### config.mk
export PLATFORM = sky130hd
export DESIGN_NAME = mc_control
export DESIGN_NICKNAME = d
export VERILOG_FILES = /design/src/rtl/mips_ctrl_pkg.sv /design/src/rtl/mc_ctrl_decode.sv /design/src/rtl/mc_control.sv
export SDC_FILE = /design/constraint.sdc
export NUM_CORES = 1
export LEC_CHECK = 0
export CORE_MARGIN = 2
export CORE_UTILIZATION = 42
export CTS_BUF_LIST = sky130_fd_sc_hd__clkbuf_4 sky130_fd_sc_hd__clkbuf_8 sky130_fd_sc_hd__clkbuf_16
export DETAILED_ROUTE_END_ITERATION = 8
export PLACE_DENSITY = 0.71
export SLEW_MARGIN = 20
export SYNTH_ARGS = -nofsm -noshare
export SYNTH_HDL_FRONTEND = slang
export SYNTH_SLANG_ARGS = --single-unit
### constraint.sdc
create_clock -name clk -period 2.58 [get_ports clk]
set_input_delay 0.258 -clock clk [delete_from_list [all_inputs] [get_ports clk]]
set_output_delay 0.258 -clock clk [all_outputs]
set_load 0.05 [all_outputs]
### src/rtl/mips_ctrl_pkg.sv
`default_nettype none
// ============================================================================
// Module      : mips_ctrl_pkg
// Description : Shared definitions for the multi-cycle MIPS control unit.
//               Holds the FSM state encoding, the supported opcodes, the
//               ALU/PC mux select codes and the bundled control-word struct.
// Ports       : none (package)
// Revision    : 1.0 - initial release
// ============================================================================
package mips_ctrl_pkg;

  // FSM states; encodings 12-15 are unused and recover to FETCH.
  typedef enum logic [3:0] {
    ST_FETCH  = 4'd0,
    ST_DECODE = 4'd1,
    ST_MEMADR = 4'd2,
    ST_MEMRD  = 4'd3,
    ST_MEMWB  = 4'd4,
    ST_MEMWR  = 4'd5,
    ST_EXEC   = 4'd6,
    ST_ALUWB  = 4'd7,
    ST_BRANCH = 4'd8,
    ST_ADDIEX = 4'd9,
    ST_ADDIWB = 4'd10,
    ST_JUMP   = 4'd11
  } state_t;

  // Supported opcodes (instruction bits [31:26]).
  localparam logic [5:0] OP_RTYPE = 6'b000000;
  localparam logic [5:0] OP_LW    = 6'b100011;
  localparam logic [5:0] OP_SW    = 6'b101011;
  localparam logic [5:0] OP_BEQ   = 6'b000100;
  localparam logic [5:0] OP_ADDI  = 6'b001000;
  localparam logic [5:0] OP_J     = 6'b000010;

  // ALU B operand select.
  localparam logic [1:0] ALUB_RT     = 2'b00;
  localparam logic [1:0] ALUB_FOUR   = 2'b01;
  localparam logic [1:0] ALUB_IMM    = 2'b10;
  localparam logic [1:0] ALUB_IMM_SH = 2'b11;

  // ALU operation select.
  localparam logic [1:0] ALUOP_ADD   = 2'b00;
  localparam logic [1:0] ALUOP_SUB   = 2'b01;
  localparam logic [1:0] ALUOP_FUNCT = 2'b10;

  // PC source select.
  localparam logic [1:0] PCSRC_ALU    = 2'b00;
  localparam logic [1:0] PCSRC_ALUOUT = 2'b01;
  localparam logic [1:0] PCSRC_JUMP   = 2'b10;

  // All datapath control signals for one cycle.
  typedef struct packed {
    logic       pc_write;
    logic       pc_write_cond;
    logic       i_or_d;
    logic       mem_read;
    logic       mem_write;
    logic       ir_write;
    logic       mem_to_reg;
    logic       reg_dst;
    logic       reg_write;
    logic       alu_src_a;
    logic [1:0] alu_src_b;
    logic [1:0] alu_op;
    logic [1:0] pc_source;
    logic       illegal_op;
  } ctrl_t;

  // True for opcodes that DECODE knows how to dispatch.
  function automatic logic is_supported(input logic [5:0] op);
    return (op == OP_LW) || (op == OP_SW) || (op == OP_RTYPE) ||
           (op == OP_BEQ) || (op == OP_ADDI) || (op == OP_J);
  endfunction

endpackage
`default_nettype wire

### src/rtl/mc_ctrl_decode.sv
`default_nettype none
// ============================================================================
// Module      : mc_ctrl_decode
// Description : Purely combinational state -> control-word decode for the
//               multi-cycle control FSM.
// Ports       : state     - current FSM state
//               mem_ready - memory handshake (gates IR/PC load in FETCH)
//               opcode    - instruction opcode (flags illegal in DECODE)
//               ctrl      - bundled datapath control outputs
// Revision    : 1.0 - initial release
// ============================================================================
module mc_ctrl_decode
  import mips_ctrl_pkg::*;
(
  input  state_t     state,
  input  logic       mem_ready,
  input  logic [5:0] opcode,
  output ctrl_t      ctrl
);

  always_comb begin
    ctrl = '0;
    case (state)
      ST_FETCH: begin
        ctrl.mem_read  = 1'b1;
        ctrl.alu_src_b = ALUB_FOUR;
        ctrl.alu_op    = ALUOP_ADD;
        ctrl.pc_source = PCSRC_ALU;
        // IR and PC only load on the cycle the fetch actually completes.
        ctrl.ir_write  = mem_ready;
        ctrl.pc_write  = mem_ready;
      end
      ST_DECODE: begin
        ctrl.alu_src_b  = ALUB_IMM_SH;
        ctrl.alu_op     = ALUOP_ADD;
        ctrl.illegal_op = ~is_supported(opcode);
      end
      ST_MEMADR: begin
        ctrl.alu_src_a = 1'b1;
        ctrl.alu_src_b = ALUB_IMM;
        ctrl.alu_op    = ALUOP_ADD;
      end
      ST_MEMRD: begin
        ctrl.mem_read = 1'b1;
        ctrl.i_or_d   = 1'b1;
      end
      ST_MEMWB: begin
        ctrl.reg_write  = 1'b1;
        ctrl.mem_to_reg = 1'b1;
      end
      ST_MEMWR: begin
        ctrl.mem_write = 1'b1;
        ctrl.i_or_d    = 1'b1;
      end
      ST_EXEC: begin
        ctrl.alu_src_a = 1'b1;
        ctrl.alu_src_b = ALUB_RT;
        ctrl.alu_op    = ALUOP_FUNCT;
      end
      ST_ALUWB: begin
        ctrl.reg_write = 1'b1;
        ctrl.reg_dst   = 1'b1;
      end
      ST_BRANCH: begin
        ctrl.alu_src_a     = 1'b1;
        ctrl.alu_src_b     = ALUB_RT;
        ctrl.alu_op        = ALUOP_SUB;
        ctrl.pc_write_cond = 1'b1;
        ctrl.pc_source     = PCSRC_ALUOUT;
      end
      ST_ADDIEX: begin
        ctrl.alu_src_a = 1'b1;
        ctrl.alu_src_b = ALUB_IMM;
        ctrl.alu_op    = ALUOP_ADD;
      end
      ST_ADDIWB: begin
        ctrl.reg_write = 1'b1;
      end
      ST_JUMP: begin
        ctrl.pc_write  = 1'b1;
        ctrl.pc_source = PCSRC_JUMP;
      end
      default: ctrl = '0;
    endcase
  end

endmodule
`default_nettype wire

### src/rtl/mc_control.sv
`default_nettype none
// ============================================================================
// Module      : mc_control
// Description : Multi-cycle MIPS control unit. Moore FSM sequencing
//               lw/sw/R-type/beq/addi/j, plus a retired-instruction counter.
// Ports       : clk, reset            - clock, synchronous active-high reset
//               opcode, mem_ready     - instruction opcode, memory handshake
//               pc_write ... pc_source - datapath control outputs
//               illegal_op            - pulse in DECODE for unsupported opcode
//               state_out             - current state (debug)
//               retired               - completed instruction count
// Revision    : 1.0 - initial release
// ============================================================================
module mc_control
  import mips_ctrl_pkg::*;
#(
  parameter int CNT_W = 32
) (
  input  logic             clk,
  input  logic             reset,
  input  logic [5:0]       opcode,
  input  logic             mem_ready,
  output logic             pc_write,
  output logic             pc_write_cond,
  output logic             i_or_d,
  output logic             mem_read,
  output logic             mem_write,
  output logic             ir_write,
  output logic             mem_to_reg,
  output logic             reg_dst,
  output logic             reg_write,
  output logic             alu_src_a,
  output logic [1:0]       alu_src_b,
  output logic [1:0]       alu_op,
  output logic [1:0]       pc_source,
  output logic             illegal_op,
  output logic [3:0]       state_out,
  output logic [CNT_W-1:0] retired
);

  state_t     state;
  state_t     next_state;
  logic       count_en;
  ctrl_t      ctrl;

  always_ff @(posedge clk) begin
    if (reset) begin
      state   <= ST_FETCH;
      retired <= '0;
    end else begin
      state <= next_state;
      if (count_en) begin
        retired <= retired + CNT_W'(1);
      end
    end
  end

  always_comb begin
    next_state = ST_FETCH;
    case (state)
      ST_FETCH:  next_state = mem_ready ? ST_DECODE : ST_FETCH;
      ST_DECODE: begin
        case (opcode)
          OP_LW, OP_SW: next_state = ST_MEMADR;
          OP_RTYPE:     next_state = ST_EXEC;
          OP_BEQ:       next_state = ST_BRANCH;
          OP_ADDI:      next_state = ST_ADDIEX;
          OP_J:         next_state = ST_JUMP;
          default:      next_state = ST_FETCH;
        endcase
      end
      ST_MEMADR: next_state = (opcode == OP_LW) ? ST_MEMRD : ST_MEMWR;
      ST_MEMRD:  next_state = mem_ready ? ST_MEMWB : ST_MEMRD;
      ST_MEMWB:  next_state = ST_FETCH;
      ST_MEMWR:  next_state = mem_ready ? ST_FETCH : ST_MEMWR;
      ST_EXEC:   next_state = ST_ALUWB;
      ST_ALUWB:  next_state = ST_FETCH;
      ST_BRANCH: next_state = ST_FETCH;
      ST_ADDIEX: next_state = ST_ADDIWB;
      ST_ADDIWB: next_state = ST_FETCH;
      ST_JUMP:   next_state = ST_FETCH;
      default:   next_state = ST_FETCH;
    endcase
  end

  // An instruction retires when it returns to FETCH from its last state.
  // FETCH->FETCH is a fetch wait and DECODE->FETCH is an illegal opcode,
  // so neither counts.
  assign count_en = (next_state == ST_FETCH) &&
                    (state != ST_FETCH) && (state != ST_DECODE);

  mc_ctrl_decode u_decode (
    .state     (state),
    .mem_ready (mem_ready),
    .opcode    (opcode),
    .ctrl      (ctrl)
  );

  assign pc_write      = ctrl.pc_write;
  assign pc_write_cond = ctrl.pc_write_cond;
  assign i_or_d        = ctrl.i_or_d;
  assign mem_read      = ctrl.mem_read;
  assign mem_write     = ctrl.mem_write;
  assign ir_write      = ctrl.ir_write;
  assign mem_to_reg    = ctrl.mem_to_reg;
  assign reg_dst       = ctrl.reg_dst;
  assign reg_write     = ctrl.reg_write;
  assign alu_src_a     = ctrl.alu_src_a;
  assign alu_src_b     = ctrl.alu_src_b;
  assign alu_op        = ctrl.alu_op;
  assign pc_source     = ctrl.pc_source;
  assign illegal_op    = ctrl.illegal_op;
  assign state_out     = state;

endmodule
`default_nettype wire

==> results of run 1 <==
[power by group]
group / total [mW] / switching, mW / internal, mW
clock: 0.540 / 0.199 / 0.341
combinational: 0.120 / 0.0757 / 0.0441
sequential: 0.562 / 0.00457 / 0.557
[per-layer routing]
| metal | vias up | wire (um) | GRT usage |
|---|---|---|---|
| met5 | - | 0 | 0 |
| met4 | 0 | 79 | 0.0625 |
| met3 | 6 | 161 | 0.0384 |
| met2 | 45 | 2740 | 0.330 |
| met1 | 1085 | 2830 | 0.265 |
| li1 | 1199 | - | - |
[synth_stat cells (2+ instances only)]
master,number
and3_1,7
o31ai_1,18
xor2_1,3
mux2_2,11
dfxtp_1,36
a21oi_1,21
o211ai_1,3
inv_1,7
nor3_2,3
or2_2,2
or3_1,5
o21ai_0,6
or4_1,17
nand2_1,15
buf_2,9
nor2b_1,14
nand2b_1,4
nor3b_1,3
buf_4,4
clkbuf_1,8
nor4b_1,2
nor2_1,23
nor4_1,10
nand3_1,14
nand4_1,14
nor3_1,10
[path summary, 6_finish.rpt]
check | startpoint | end | slack, ps | cells past startpoint
setup / recovery | state_out[2] | i_or_d | 160 | 4
hold / removal | retired[23] | retired[23] | 510 | 2
setup reg to reg | state_out[2] | retired[31] | 290 | 6
hold reg to reg | retired[23] | retired[23] | 510 | 2
[worst max-delay path, stage by stage, from the launching register on]
cell and delay, ps:
dfxtp_1 570, buf_4 220, xor2_1 130, and3_1 160
clkdlybuf4s50_1 800
[flip-flops by register name (all words and copies together) (netlist names)]
signal / cells
retired: 32
state_out: 4
[cell type report]
class | count | area (um^2)
flip-flops and latches | 36 | 721
inverters | 7 | 26.3
clock buffers | 7 | 96.3
multi-input cells | 222 | 1440
clock inverters | 1 | 30.0
fillers | 472 | 2040
repair buffers | 74 | 738
well taps | 70 | 87.6
[cell families after synthesis]
logic type               after synthesis
XOR/XNOR                               3
adder cells (fa/ha/maj)                1
flip-flops                            36
AO/OA/AOI/OAI                         58
multiplexers                          12
buffers and inverters                 28
AND/OR/NAND/NOR                      148
[metrics by stage]
| step | utilization | cell area (um^2) | cells | worst slack (ps) |
|---|---|---|---|---|
| 3_3_place_gp | 0.580 | 3000 | 409 | 178 |
| 2_1_floorplan | - | 2280 | 286 | 128 |
| 3_5_place_dp | 0.580 | 3000 | 409 | 74.6 |
| 5_1_grt | 0.606 | 3140 | 417 | 15.3 |
| 6_report | 0.606 | 3140 | 417 | 156 |
| 4_1_cts | 0.604 | 3130 | 417 | 20.6 |
[repair_timing]
item	CTS	global route
endpoints found under the setup margin	0	4
hold buffers	0	0
resized for setup	0	4
endpoints found under the hold margin	0	0
==> results.cfg, run 1 <==
[synthesis]
synthAdderAreaFrac = 0.00552
synth_top_family_by_area = simple AND/OR/NAND/NOR gates
ys_warn_count = 0
ys_types = 43
synth.ff_latch_count = 36
netlist.area_leader.share = 0.318
syn_inst = 286
synth_compound_area_frac = 0.171
synth_nets = 296
synth_top_cell_by_area = dfxtp_1
synth_area_um2 = 2270
synth-edff-count = 0
synth_mux_area_frac = 0.0590
async_reset_ff_frac = 0
synth-main-ff-cell = dfxtp_1
yosys.area_share.simple = 0.377
synth-xor-area-share = 0.0116
avgSynthCellArea_um2 = 7.93
yosys-top-cells-area = dfxtp_1 32%, o31ai_1 6.0%, or4_1 5.6%
ys_seq_area_frac = 0.318

[critical_path]
path_class = reg2out
critPathCaptureType = output port
crit_path_max_fanout = 13
crit_required_ps = 2320
startpoint_type = flop
crit_arrival_ps = 2170

[sta]
hold_viol_final = 0
fmax_ghz = 0.413
fin_crit_sh = 0.940
fin_worst_hold_slack_ps = 507
worst_slew_pin_slew_ps = 536
rsz0062_at_grt = no
finalSetupViolations = 0
setup_tns_ps = 0
max_slew_margin = 0.642
fin_crit_ps = 2420
clock_skew_ps = 6.52
drv_slew = 0

[routing]
vias = 2335
drc = 0
ant_nets = 0
drt_pass1_iterations = 4
drt_iter0_markers = 147
totalWireLength_um = 5810
wire_per_inst_um = 13.9
vias_per_cell = 5.60

[floorplanning]
die-area_um2 = 6000
rows = 26
die_w_um = 77.5
die_h_um = 77.5
core_um2 = 5170
io_pins = 62
start_util = 0.439

[grt]
grt_use_total = 0.200
grt_pass1_vias = 2137
grt.overflow.total = 0
antenna_found_initial = 0
grt_start_max_net_pins = 48
grt_pass1_wl_um = 10000

[final_layout]
layout.cells.most_common = clkdlybuf4s50_1
antenna_cells = 0
mostFrequentLayoutCells = 55 x clkdlybuf4s50_1, 36 x dfxtp_1, 23 x nor2_1
drive_above_1_share = 0.127
nNetsFinal = 356
area_growth_syn_to_layout_pct = 38.3

[flow_run]
maxCapViolCount = 0

[power]
power_mw = 1.22
powerDensity_nw_per_um2 = 389
ir_drop_uv = 393
cellLeakagePower_nw = 1.08

[placement]
portBuffers = 61
gp_congestion = 0.845
dp_hpwl_um = 4080

[clocking]
clk_latency_ps = 290
clockRootBuffer = clkbuf_8
htreeDepth = 2
clockBufferDepth = 2
clk_pin_slew_ps = 70
cts_setup_buffers = 0
cts.sinks = 36
cts_buffers = 5
cts_tree = done

[outcome]
status = finished, final reports clean

[worst_hold_path]
min_path_type = reg2reg
No activity file was read; power rests on OpenSTA's default activity.
==> run 2, diff against run 1 <==
--- a/config.mk
+++ b/config.mk
@@ -10,6 +10,7 @@
 export CTS_BUF_LIST = sky130_fd_sc_hd__clkbuf_4 sky130_fd_sc_hd__clkbuf_8 sky130_fd_sc_hd__clkbuf_16
 export DETAILED_ROUTE_END_ITERATION = 8
 export PLACE_DENSITY = 0.71
+export SKIP_CTS_REPAIR_TIMING = 1
 export SLEW_MARGIN = 20
 export SYNTH_ARGS = -nofsm -noshare
 export SYNTH_HDL_FRONTEND = slang
==> results of run 2 <==
Same layout as run 1: the final DEF is identical, and so are final timing and power.
==> run 3, diff against run 2 <==
--- a/config.mk
+++ b/config.mk
@@ -15,3 +15,4 @@
 export SYNTH_ARGS = -nofsm -noshare
 export SYNTH_HDL_FRONTEND = slang
 export SYNTH_SLANG_ARGS = --single-unit
+export TNS_END_PERCENT = 10
==> results.cfg, run 3 (same netlist as run 1, synthesis figures left out) <==
[critical_path]
r2r_start = state_out[2]
cpPeakStageDelay_ps = 850
crit_end = pc_write
crit_family = buffers and inverters
crit_path_max_fanout = 9
crit_buf_inv = 1
path_class = reg2out
rr_worst_depth = 6
cp-startpoint = state_out[3]
critPathCaptureType = output port
cp.depth = 3
timing.rr.end = retired[26]
startpoint_type = flop
ff2ff_setup_slack_ps = 310
crit_arrival_ps = 2200
critPathSlowestCell = clkdlybuf4s50_1
crit_required_ps = 2320
worstPathCellList = or3_1 -> o22ai_1 -> clkdlybuf4s50_1

[grt]
antenna_found_initial = 0
grt_pass1_vias = 2052
grt.overflow.total = 0
grt_pass1_wl_um = 9640
grt_use_total = 0.192
grt_start_max_net_pins = 48

[final_layout]
final_area_um2 = 3110
antenna_cells = 0
largest_register_ffs = 32
layout.cells.most_common = clkdlybuf4s50_1
regMostFlops = retired
drive_above_1_share = 0.126
mostFrequentLayoutCells = 58 x clkdlybuf4s50_1, 36 x dfxtp_1, 23 x nor2_1
fin_cells = 419
nNetsFinal = 359
post-route-util = 0.601
area_growth_syn_to_layout_pct = 37.0

[power]
cellLeakagePower_nw = 1.03
powerDensity_nw_per_um2 = 343
ir_drop_uv = 261

[placement]
place_area_um2 = 3020
dp.cells = 412
portBuffers = 61
dp_hpwl_um = 4090
gp_congestion = 0.787

[clocking]
clk_pin_slew_ps = 60
cts_buffers = 5
cts.sinks = 36
clockRootBuffer = clkbuf_8
clockBufferDepth = 2
htreeDepth = 2
clk_latency_ps = 280
cts_tree = done

[sta]
finalSetupViolations = 0
fin_crit_ps = 2460
clock_skew_ps = 9.20
worst_slew_pin_slew_ps = 543
setup_tns_ps = 0
max_slew_margin = 0.633
fmax_ghz = 0.406
hold_viol_final = 0
fin_crit_sh = 0.954
rsz0062_at_grt = no
drv_slew = 0

[floorplanning]
core_um2 = 5170
start_util = 0.439
die-area_um2 = 6000
rows = 26
io_pins = 62
die_w_um = 77.5
die_h_um = 77.5

[routing]
vias = 2404
totalWireLength_um = 5860
wire_per_inst_um = 14.0
vias_per_cell = 5.74
drt_pass1_iterations = 4
ant_nets = 0
drc = 0
drt_iter0_markers = 167

[flow_run]
maxCapViolCount = 0

[worst_hold_path]
min_path_type = reg2reg

[outcome]
status = finished, final reports clean
-- run 3: how the worst min path moves through the flow --
stage / cells after the start / slack [ps] / startpoint / end
3_3_place_gp: 2 / 490 / retired[8] / retired[8]
5_1_grt: 2 / 540 / retired[21] / retired[21]
2_1_floorplan: 3 / 500 / opcode[4] / state_out[3]
6_report: 2 / 500 / retired[18] / retired[18]
3_5_place_dp: 2 / 490 / retired[18] / retired[18]
4_1_cts: 2 / 500 / retired[18] / retired[18]
-- run 3: routing by layer --
metal | part of all wire | global-route usage | vias to the layer above
li1 | - | - | 1209
met1 | 0.49 | 0.278 | 1118
met2 | 0.46 | 0.290 | 71
met3 | 0.046 | 0.0314 | 6
met4 | 0.011 | 0.0625 | 0
met5 | 0 | 0 | -
-- run 3: where the power goes --
part           total [mW]  switching (mW)  internal [mW]
sequential          0.561         0.00354          0.557
combinational       0.123          0.0771         0.0462
clock               0.383           0.189          0.194
-- run 3: metrics by stage --
step	total power, mW	worst slack [ps]	hold WS, ps
6_report	1.07	119	504
5_1_grt	1.11	44.9	536
4_1_cts	1.08	79.1	500
3_5_place_dp	0.696	90.5	488
3_3_place_gp	0.695	121	486
2_1_floorplan	0.646	-174	499
-- run 3: layout make-up --
type / count / area [um^2]
inverters: 7 / 26.3
repair buffers: 77 / 758
well taps: 70 / 87.6
clock buffers: 6 / 76.3
fillers: 461 / 2070
flip-flops and latches: 36 / 721
clock inverters: 1 / 5.00
multi-input cells: 222 / 1430
-- run 3: worst reg2reg max path: stages, from the launching register on --
cell	delay [ps]
dfxtp_1	500
buf_4	230
nor3b_1	60
o211ai_1	210
nand4_1	330
nor4_1	460
mux2_2	370
